--- config.mk ---
export PLATFORM = sky130hd
export DESIGN_NAME = div_seq_flat
export DESIGN_NICKNAME = d
export VERILOG_FILES = /design/src/rtl/div_seq_if.sv /design/src/rtl/div_seq.sv /design/src/flat_wrapper.sv
export SDC_FILE = /design/constraint.sdc
export NUM_CORES = 1
export LEC_CHECK = 0
export ABC_AREA = 1
export BUFFER_PORTS_ARGS = -buffer_cell sky130_fd_sc_hd__clkbuf_2
export CORE_MARGIN = 1.5
export CORE_UTILIZATION = 50
export DETAILED_ROUTE_END_ITERATION = 10
export PLACE_DENSITY = 0.65
export RECOVER_POWER = 100
export SYNTH_ARGS = -nofsm -noshare
export SYNTH_HDL_FRONTEND = slang
export SYNTH_SLANG_ARGS = --single-unit
export TNS_END_PERCENT = 10
--- constraint.sdc ---
create_clock -name clk -period 4.65 [get_ports clk]
set_input_delay 0.2325 -clock clk [delete_from_list [all_inputs] [get_ports clk]]
set_output_delay 0.2325 -clock clk [all_outputs]
set_load 0.005 [all_outputs]
--- src/rtl/div_seq_if.sv ---
// Bus between the EX-stage control unit and the sequential divider.
// Handshake: start is a request level sampled only while the divider is idle;
// the divider answers with stall_EX while it owns the operation and with a
// one-cycle done pulse carrying result. flush aborts an in-flight operation.
interface div_seq_if #(
    parameter int WIDTH = 32
);
    logic             start;
    logic [2:0]       funct3;
    logic [WIDTH-1:0] a;
    logic [WIDTH-1:0] b;
    logic             flush;
    logic             stall_EX;
    logic             done;
    logic [WIDTH-1:0] result;
    logic [1:0]       dbg_state;

    // Control-unit side.
    modport master (
        output start,
        output funct3,
        output a,
        output b,
        output flush,
        input  stall_EX,
        input  done,
        input  result,
        input  dbg_state
    );

    // Divider side.
    modport slave (
        input  start,
        input  funct3,
        input  a,
        input  b,
        input  flush,
        output stall_EX,
        output done,
        output result,
        output dbg_state
    );
endinterface

--- src/rtl/div_seq.sv ---
// Multi-cycle RV32M divide/remainder unit (DIV, DIVU, REM, REMU).
// Restoring radix-2 division on operand magnitudes, one quotient bit per
// cycle, followed by a one-cycle sign fixup. Division by zero and the signed
// overflow case bypass the iteration and finish in one cycle.
module div_seq #(
    parameter int WIDTH = 32
) (
    input logic         clk,
    input logic         rst_n,
    div_seq_if.slave    bus
);

    typedef enum logic [1:0] {
        IDLE = 2'd0,
        CALC = 2'd1,
        FIX  = 2'd2,
        DONE = 2'd3
    } state_t;

    localparam int CW = (WIDTH > 1) ? $clog2(WIDTH) : 1;
    localparam logic [CW-1:0]    CNT_LOAD = CW'(WIDTH - 1);
    localparam logic [CW-1:0]    CNT_ONE  = CW'(1);
    localparam logic [WIDTH-1:0] MIN_NEG  = {1'b1, {(WIDTH-1){1'b0}}};

    state_t           state;
    logic [CW-1:0]    count;
    logic             op_signed;    // DIV/REM
    logic             op_rem;       // REM/REMU select the remainder
    logic             neg_a;        // sign of the captured dividend
    logic             neg_b;        // sign of the captured divisor
    logic [WIDTH-1:0] dvs;          // divisor magnitude
    logic [WIDTH-1:0] rem;          // partial remainder
    logic [WIDTH-1:0] quo;          // dividend shifting out / quotient shifting in
    logic             done_q;
    logic [WIDTH-1:0] result_q;
    logic [WIDTH-1:0] result_prev;  // value to restore if DONE is flushed

    // funct3[2] is always 1 for this instruction group; only [1:0] select the op.
    logic unused_f3;
    assign unused_f3 = bus.funct3[2];

    // Operand decode used when a request is accepted in IDLE.
    logic             in_signed;
    logic             a_neg;
    logic             b_neg;
    logic [WIDTH-1:0] a_mag;
    logic [WIDTH-1:0] b_mag;
    logic             b_zero;
    logic             ovf;
    logic             accept;
    logic [WIDTH-1:0] fast_quo;
    logic [WIDTH-1:0] fast_rem;

    // Decode the incoming request and the special cases that skip iteration.
    always_comb begin
        in_signed = ~bus.funct3[0];
        a_neg     = in_signed & bus.a[WIDTH-1];
        b_neg     = in_signed & bus.b[WIDTH-1];
        a_mag     = a_neg ? -bus.a : bus.a;
        b_mag     = b_neg ? -bus.b : bus.b;
        b_zero    = (bus.b == '0);
        ovf       = in_signed && (bus.a == MIN_NEG) && (bus.b == '1);
        accept    = (state == IDLE) && bus.start && !bus.flush;
        fast_quo  = b_zero ? '1 : bus.a;
        fast_rem  = b_zero ? bus.a : '0;
    end

    // One restoring step: shift {rem,quo} left and try to subtract the divisor.
    logic [WIDTH:0]   rem_sh;
    logic [WIDTH+1:0] diff;
    logic             fits;
    always_comb begin
        rem_sh = {rem, quo[WIDTH-1]};
        diff   = {1'b0, rem_sh} - {2'b00, dvs};
        fits   = ~diff[WIDTH+1];
    end

    // Sign fixup applied to the magnitude results after the last step.
    logic [WIDTH-1:0] quo_fix;
    logic [WIDTH-1:0] rem_fix;
    always_comb begin
        quo_fix = (op_signed && (neg_a ^ neg_b)) ? -quo : quo;
        rem_fix = (op_signed && neg_a) ? -rem : rem;
    end

    // Sequencer and datapath registers.
    always_ff @(posedge clk or negedge rst_n) begin
        if (!rst_n) begin
            state       <= IDLE;
            count       <= '0;
            op_signed   <= 1'b0;
            op_rem      <= 1'b0;
            neg_a       <= 1'b0;
            neg_b       <= 1'b0;
            dvs         <= '0;
            rem         <= '0;
            quo         <= '0;
            done_q      <= 1'b0;
            result_q    <= '0;
            result_prev <= '0;
        end else begin
            case (state)
                IDLE: begin
                    if (accept) begin
                        op_signed <= in_signed;
                        op_rem    <= bus.funct3[1];
                        neg_a     <= a_neg;
                        neg_b     <= b_neg;
                        dvs       <= b_mag;
                        count     <= CNT_LOAD;
                        if (b_zero || ovf) begin
                            quo         <= fast_quo;
                            rem         <= fast_rem;
                            result_prev <= result_q;
                            result_q    <= bus.funct3[1] ? fast_rem : fast_quo;
                            done_q      <= 1'b1;
                            state       <= DONE;
                        end else begin
                            quo   <= a_mag;
                            rem   <= '0;
                            state <= CALC;
                        end
                    end
                end
                CALC: begin
                    if (bus.flush) begin
                        state <= IDLE;
                    end else begin
                        if (fits) begin
                            rem <= diff[WIDTH-1:0];
                            quo <= {quo[WIDTH-2:0], 1'b1};
                        end else begin
                            rem <= rem_sh[WIDTH-1:0];
                            quo <= {quo[WIDTH-2:0], 1'b0};
                        end
                        if (count == '0) begin
                            state <= FIX;
                        end else begin
                            count <= count - CNT_ONE;
                        end
                    end
                end
                FIX: begin
                    if (bus.flush) begin
                        state <= IDLE;
                    end else begin
                        quo         <= quo_fix;
                        rem         <= rem_fix;
                        result_prev <= result_q;
                        result_q    <= op_rem ? rem_fix : quo_fix;
                        done_q      <= 1'b1;
                        state       <= DONE;
                    end
                end
                DONE: begin
                    done_q <= 1'b0;
                    state  <= IDLE;
                    // A flushed DONE must leave the previous result visible.
                    if (bus.flush) begin
                        result_q <= result_prev;
                    end
                end
                default: begin
                    state <= IDLE;
                end
            endcase
        end
    end

    // Stall covers the accept cycle and the iteration; it drops in DONE so the
    // instruction retires alongside the done pulse.
    assign bus.stall_EX  = accept || (state == CALC) || (state == FIX);
    assign bus.done      = done_q & ~bus.flush;
    assign bus.result    = (done_q && bus.flush) ? result_prev : result_q;
    assign bus.dbg_state = state;

endmodule

--- src/flat_wrapper.sv ---
// flat-port wrapper written by rule: the top's interface ports become plain ports
module div_seq_flat 
#(
    parameter int WIDTH = 32
)
  (clk, rst_n, bus_start, bus_funct3, bus_a, bus_b, bus_flush, bus_stall_EX, bus_done, bus_result, bus_dbg_state);
  div_seq_if #(.WIDTH(WIDTH)) bus_i ();
  input logic clk;
  input logic rst_n;
  input wire logic [$bits(bus_i.start)-1:0] bus_start;
  input wire logic [$bits(bus_i.funct3)-1:0] bus_funct3;
  input wire logic [$bits(bus_i.a)-1:0] bus_a;
  input wire logic [$bits(bus_i.b)-1:0] bus_b;
  input wire logic [$bits(bus_i.flush)-1:0] bus_flush;
  output wire logic [$bits(bus_i.stall_EX)-1:0] bus_stall_EX;
  output wire logic [$bits(bus_i.done)-1:0] bus_done;
  output wire logic [$bits(bus_i.result)-1:0] bus_result;
  output wire logic [$bits(bus_i.dbg_state)-1:0] bus_dbg_state;
  assign bus_i.start = bus_start;
  assign bus_i.funct3 = bus_funct3;
  assign bus_i.a = bus_a;
  assign bus_i.b = bus_b;
  assign bus_i.flush = bus_flush;
  assign bus_stall_EX = bus_i.stall_EX;
  assign bus_done = bus_i.done;
  assign bus_result = bus_i.result;
  assign bus_dbg_state = bus_i.dbg_state;
  div_seq #(.WIDTH(WIDTH)) u_core (.clk(clk), .rst_n(rst_n), .bus(bus_i));
endmodule
==> impl_results.md, run 1 <==
* Status: finished, violations left
* Violated checks: capacitance limit, slew limit
* CP startpoint kind: flop
* Worst EP required at 5.05 ns
* Worst vdd ir at 0.383 mV
* Synth Instances at 2989
* Final WL at 69.2 mm
* Vias in the first global route at 17800
* Crit path max fanout at 44
* Crit path capture type: flop
* DR DRC count at 0
* Die Ht at 189 µm
* Worst slew pin tran at 2.50 ns
* Fin Setup TNS at 0 ns
* Slew HR at -66.6%
* Nets@finish at 3133
* CTS Sinks at 172
* Avg Cell Area, Syn at 5.79 µm²
* Vias per cell at 5.78
* Buffers on Ports at 105
* Most frequent cells in the layout: nand2_1, inv_1, nand3_1
* First-pass GRT wire length at 106 mm
* Detailed router's first-iteration violation count at 2331
* Post-synth EDFFs at 0
* Die ar. at 35800 µm²
* Post-Syn Nets at 3105
* Setup Viol. Count Final at 0
* Footprint of the multi-input gates at 11000 µm²
* All-layer global routing usage at 38.9%
* Final Skew at 0.0129 ns
* Initial antenna violation count at 2
* Post-CTS setup buffers at 0
* Synthesized cell area at 17300 µm²
* Pwr Density at 792 nW/µm²
* Std-Cell Rows at 67
* FF+latch count, synth at 172
* Count of cell types in the netlist at 47
* I/O pin cnt at 107
* Aggregate global routing overflow at 0
* RSZ-0062 raised after global routing: false
* N_diodes at 0
* GPL Wtd Cong at 1.01
* Number of fill cells at 3515
* Vias at 20100
* Die W at 189 µm
* Core area at 33800 µm²
* Clock buffer depth at 2
* Warnings from Yosys at 0
* Final core occ at 55.2%
* CP Data Arrival Time at 4.04 ns
* Commonest non-fill, non-tap cell in the layout: nand2_1
* Largest net degree at the start of global routing at 93
* Sequential element share of the synthesized area at 24.9%
* Clk root buf: clkbuf_16
* Drt first pass iters at 6
* FF/Latch Area at 4300 µm²
* Max Slew Vio Count at 198
* Layout area overhead at 7.79%
* Post-synth ARST share at 100%
* Max_cap viols at 4
* CTS tree: yes
* Tcrit/Tclk final at 78.2%
* H-Tree Depth at 4
* CTS clk-pin slew, worst paths at 0.07 ns
* Predominant post-synthesis flop cell: dfrtp_1
* Min-Delay Path Class: in -> reg
* CP Class: reg -> reg
* Ratio of cells with drive above 1 in the final layout at 6.37%
* Starting Density at 51.3%
* Highest clock rate at 0.275 GHz
* Final ANT Viol Nets at 0
* CTS Buf Count at 17
* Skew-Pair Late Insertion Delay at 0.47 ns
* Final HPWL DP at 52.7 mm
* Leakage power at 9.92 nW
* DR WL/cell at 19.9 µm
* Endpoints failing hold at 0
* Period minus WS final at 3.64 ns
==> registers in the layout, summed over array words and instances (netlist names) <==
signal and flops:
u_core.result_q 32, u_core.bus.dbg_state 2, u_core.count 5, u_core.op_signed 1, u_core.rem 32, u_core.quo 32, u_core.op_rem 1, u_core.done_q 1
u_core.result_prev 32, u_core.neg_b 1, u_core.neg_a 1, u_core.dvs 32
==> critical path, stage by stage (launching register included) <==
cell and delay, ns:
dfrtp_1 0.45, inv_1 0.11, ha_1 0.32, nand3_4 0.11, inv_1 0.27, o22ai_1 0.37, nor3_4 0.06, inv_1 1.14
clkbuf_1 0.50, nand2_1 0.10, nand2_1 0.10
==> final cells by class <==
cell class | count | area share, %
multi-input cells | 2297 | 58.8
flip-flops and latches | 172 | 23.1
inverters | 391 | 7.88
repair buffers | 138 | 4.04
well taps | 448 | 3.00
clock buffers | 20 | 2.50
clock inverters | 12 | 0.684
==> synthesized netlist by cell type, types with 29 or more instances <==
cell / count / area [µm²]
nand2_1: 984 / 3690
buf_2: 30 / 150
ha_1: 44 / 551
o21ai_0: 221 / 1110
dfrtp_1: 172 / 4300
clkbuf_1: 79 / 297
nand3_1: 328 / 1640
a21oi_1: 142 / 711
xor2_1: 51 / 447
nor2_1: 263 / 987
nand4_1: 63 / 394
nor3_1: 29 / 145
inv_1: 383 / 1440
==> worst paths after layout <==
kind / start / end / slack [ns] / depth (start not counted)
hold / removal: bus_b[30] / u_core.dvs[30] / 0.08 / 4
hold reg to reg: u_core.dvs[9] / u_core.dvs[9] / 0.49 / 2
min in group asynchronous: rst_n / u_core.dvs[1] / 1.02 / 2
setup reg to reg: u_core.bus.dbg_state[0] / u_core.rem[14] / 1.01 / 10
setup / recovery: u_core.bus.dbg_state[0] / u_core.rem[14] / 1.01 / 10
max in group asynchronous: rst_n / u_core.quo[18] / 1.38 / 3
==> metal layers <==
layer	up-vias	part of all wire [%]	GRT usage, %
li1	9634	-	-
met1	9239	45	57.5
met2	1107	41	55.7
met3	120	12	9.60
met4	2	2.8	10.9
met5	-	0.016	0
==> metrics by stage <==
stage / instances / setup WS [ns] / cell area, µm² / power (mW) / hold slack (ns)
global route: 3478 / 0.763 / 18700 / 16.1 / 0.113
detailed placement: 3445 / 1.45 / 18100 / 13.0 / 0.372
finish: 3478 / 1.01 / 18700 / 14.8 / 0.0766
CTS: 3478 / 1.64 / 18700 / 14.6 / 0.0594
floorplan: 2989 / 2.51 / 17300 / 9.88 / -0.0631
global placement: 3445 / 1.55 / 18100 / 12.9 / 0.365
==> report_power, final <==
| part | switching [mW] | total, mW | leakage (nW) | internal, mW |
|---|---|---|---|---|
| combinational | 7.21 | 10.4 | 7.49 | 3.19 |
| clock | 0.710 | 1.51 | 0.295 | 0.796 |
| sequential | 0.689 | 2.88 | 2.13 | 2.19 |
==> cells by family (layout without fill, tap and decap cells) <==
family	Yosys count	count (layout)	share of synthesized area [%]
compound gates	471	471	14.9
xor+xnor	67	67	3.39
fa+ha+maj	45	45	3.30
buf+inv	520	561	11.7
flops	172	172	24.9
mux	5	5	0.325
simple gates	1709	1709	41.5
==> what timing repair did <==
item                                   4_1_cts  5_1_grt
hold buffers                                 1        0
resized for setup                            0        0
endpoints found under the hold margin       90        0
(Power assumes the default switching activity.)
==> run 2: changes to the inputs <==
Clock period 4.65 ns to 3.64 ns, I/O delays scaled along.
==> run 2 against run 1 <==
Effect of this change: the flow still finishes with violations (capacitance limit, slew limit); via count rose by 1.3%; worst setup slack got worse by 0.55 ns; global-route usage rose by 0.30 points; sequential power rose by 25%; clock power rose by 31%; cell count rose by 0.32%; routed wire length rose by 1.9%; total power rose by 29%; critical path depth fell by 3; design area rose by 0.52%; register-to-register slack got worse by 0.52 ns; flip-flop and latch count did not move.
==> impl_results.md, run 2 (synthesis results as in run 1) <==
* Number of fill cells at 3550
* Largest stage delay, worst path at 1.59 ns
* CP startpoint kind: input port
* Final WS setup at 0.461 ns
* Setup Viol. Count Final at 0
* Placed cell area at 18200 µm²
* Skew-Pair Late Insertion Delay at 0.48 ns
* Violated checks: capacitance limit, slew limit
* Post-CTS Resized at 0
* Vias in the first global route at 17800
* GPL Wtd Cong at 0.993
* Most frequent cells in the layout: nand2_1, inv_1, nand3_1
* Commonest non-fill, non-tap cell in the layout: nand2_1
* Pwr Density at 1020 nW/µm²
* Aggregate global routing overflow at 0
* Slew HR at -44.6%
* Worst path depth at 7
* Worst slew pin tran at 2.17 ns
* RSZ-0062 raised after global routing: false
* Vias at 20400
* Starting Density at 51.3%
* CP Data Arrival Time at 3.49 ns
* Detailed router's first-iteration violation count at 2899
* All-layer global routing usage at 39.2%
* CTS Buf Count at 17
* Reg2reg end: u_core.result_prev[24]
* Worst EP required at 3.95 ns
* Tcrit/Tclk final at 87.3%
* Final Cell Area at 18800 µm²
* Max Slew Vio Count at 222
* H-Tree Depth at 4
* CP Class: in -> reg
* Largest net degree at the start of global routing at 70
* Ratio of cells with drive above 1 in the final layout at 6.48%
* Nets@finish at 3143
* Highest clock rate at 0.315 GHz
* Final Skew at 0.0181 ns
* Final ANT Viol Nets at 0
* Std-Cell Rows at 67
* First-pass GRT wire length at 106 mm
* Buffers on Ports at 105
* Crit path from: bus_flush
* Initial antenna violation count at 0
* Die W at 189 µm
* Setup crit end: u_core.result_q[1]
* Final HPWL DP at 54.1 mm
* Drt first pass iters at 8
* Largest delay contributor family on the critical path: buffers and inverters
* Vias per cell at 5.84
* CTS clk-pin slew, worst paths at 0.07 ns
* CTS Sinks at 172
* Worst vdd ir at 0.674 mV
* Worst R2R Start: u_core.bus.dbg_state[0]
* Min-Delay Path Class: in -> reg
* Worst path buffer plus inverter count at 2
* Dpl ws at 0.622 ns
* Max_cap viols at 4
* Layout area overhead at 8.35%
* Die ar. at 35800 µm²
* Clk root buf: clkbuf_16
* FF/Latch Area at 4300 µm²
* Setup slack, reg-to-reg at 0.49 ns
* Crit path max fanout at 51
* Reg2Reg Depth at 11
* Clock buffer depth at 2
* Crit path capture type: flop
* Period minus WS final at 3.18 ns
* Core area at 33800 µm²
* Die Ht at 189 µm
* Fin Setup TNS at 0 ns
* Status: finished, violations left
* Slowest stage cell, crit path: clkbuf_1
* Crit-path cells: clkbuf_1 > clkbuf_1 > o21ai_0 > a32oi_1 > nand2_1 > nand2_1 > o21ai_0
* I/O pin cnt at 107
* Endpoints failing hold at 0
* DR DRC count at 0
* Final WL at 70.5 mm
* DR WL/cell at 20.2 µm
* Leakage power at 9.97 nW
* Footprint of the multi-input gates at 11000 µm²
* CTS tree: yes
[run 2: changes by cell type in the layout (fill, tap and decap cells not counted), sizes merged]
cell    change
buf         +7
bufinv      +1
clkbuf      +3
clkinv      -1
diode       +1
[run 2: power by group]
group	total [mW]	switching, mW	leakage [nW]	internal [mW]
clock	1.98	0.914	0.300	1.07
combinational	13.6	9.46	7.54	4.10
sequential	3.60	0.794	2.13	2.80
total	19.1	11.2	9.97	7.98
[run 2: worst min path at each step]
| stage | start | end | depth (start not counted) |
|---|---|---|---|
| 2_1_floorplan | rst_n | u_core.bus.dbg_state[0] | 0 |
| 3_3_place_gp | rst_n | u_core.dvs[1] | 1 |
| 3_5_place_dp | rst_n | u_core.dvs[1] | 1 |
| 4_1_cts | bus_b[30] | u_core.dvs[30] | 4 |
| 5_1_grt | bus_b[30] | u_core.dvs[30] | 4 |
| 6_report | bus_b[30] | u_core.dvs[30] | 4 |
[run 2: what timing repair did]
| item | CTS | global route |
|---|---|---|
| hold buffers | 1 | 0 |
| setup buffers | 0 | 0 |
| hold endpoints to repair | 66 | 0 |
[run 2: final cells by class]
type	instances	area share (%)
Multi-Input combinational cell	2297	58.5
Sequential cell	172	22.9
Inverter	391	7.84
Timing Repair Buffer	148	4.48
Tap cell	448	2.99
Clock buffer	20	2.43
Clock inverter	12	0.814
Antenna cell	1	0.0133
[run 2: per-stage QoR]
step	util [%]	power (mW)	hold WS [ns]	std cells
after global placement	53.9	16.6	0.244	3455
final	55.5	19.1	0.0215	3489
after CTS	55.7	18.8	0.0159	3488
after global routing	55.5	20.7	0.0374	3488
after detailed placement	53.9	16.8	0.249	3455
after floorplan	-	12.6	-0.114	2989
[run 2: tightest hold or removal path, cell delays in order]
cell and delay, ns:
clkbuf_2 0.10, nand2_1 0.06, nand3_1 0.06, nand2_1 0.05
[run 2: per-layer routing]
layer	wire length, µm	vias to the layer above	global-route usage (%)	share of wire, %
met2	28900	1146	56.8	41
li1	-	9675	-	-
met4	2210	0	12.2	3.1
met1	30900	9433	57.1	44
met3	8460	118	9.32	12
met5	0	-	0	0
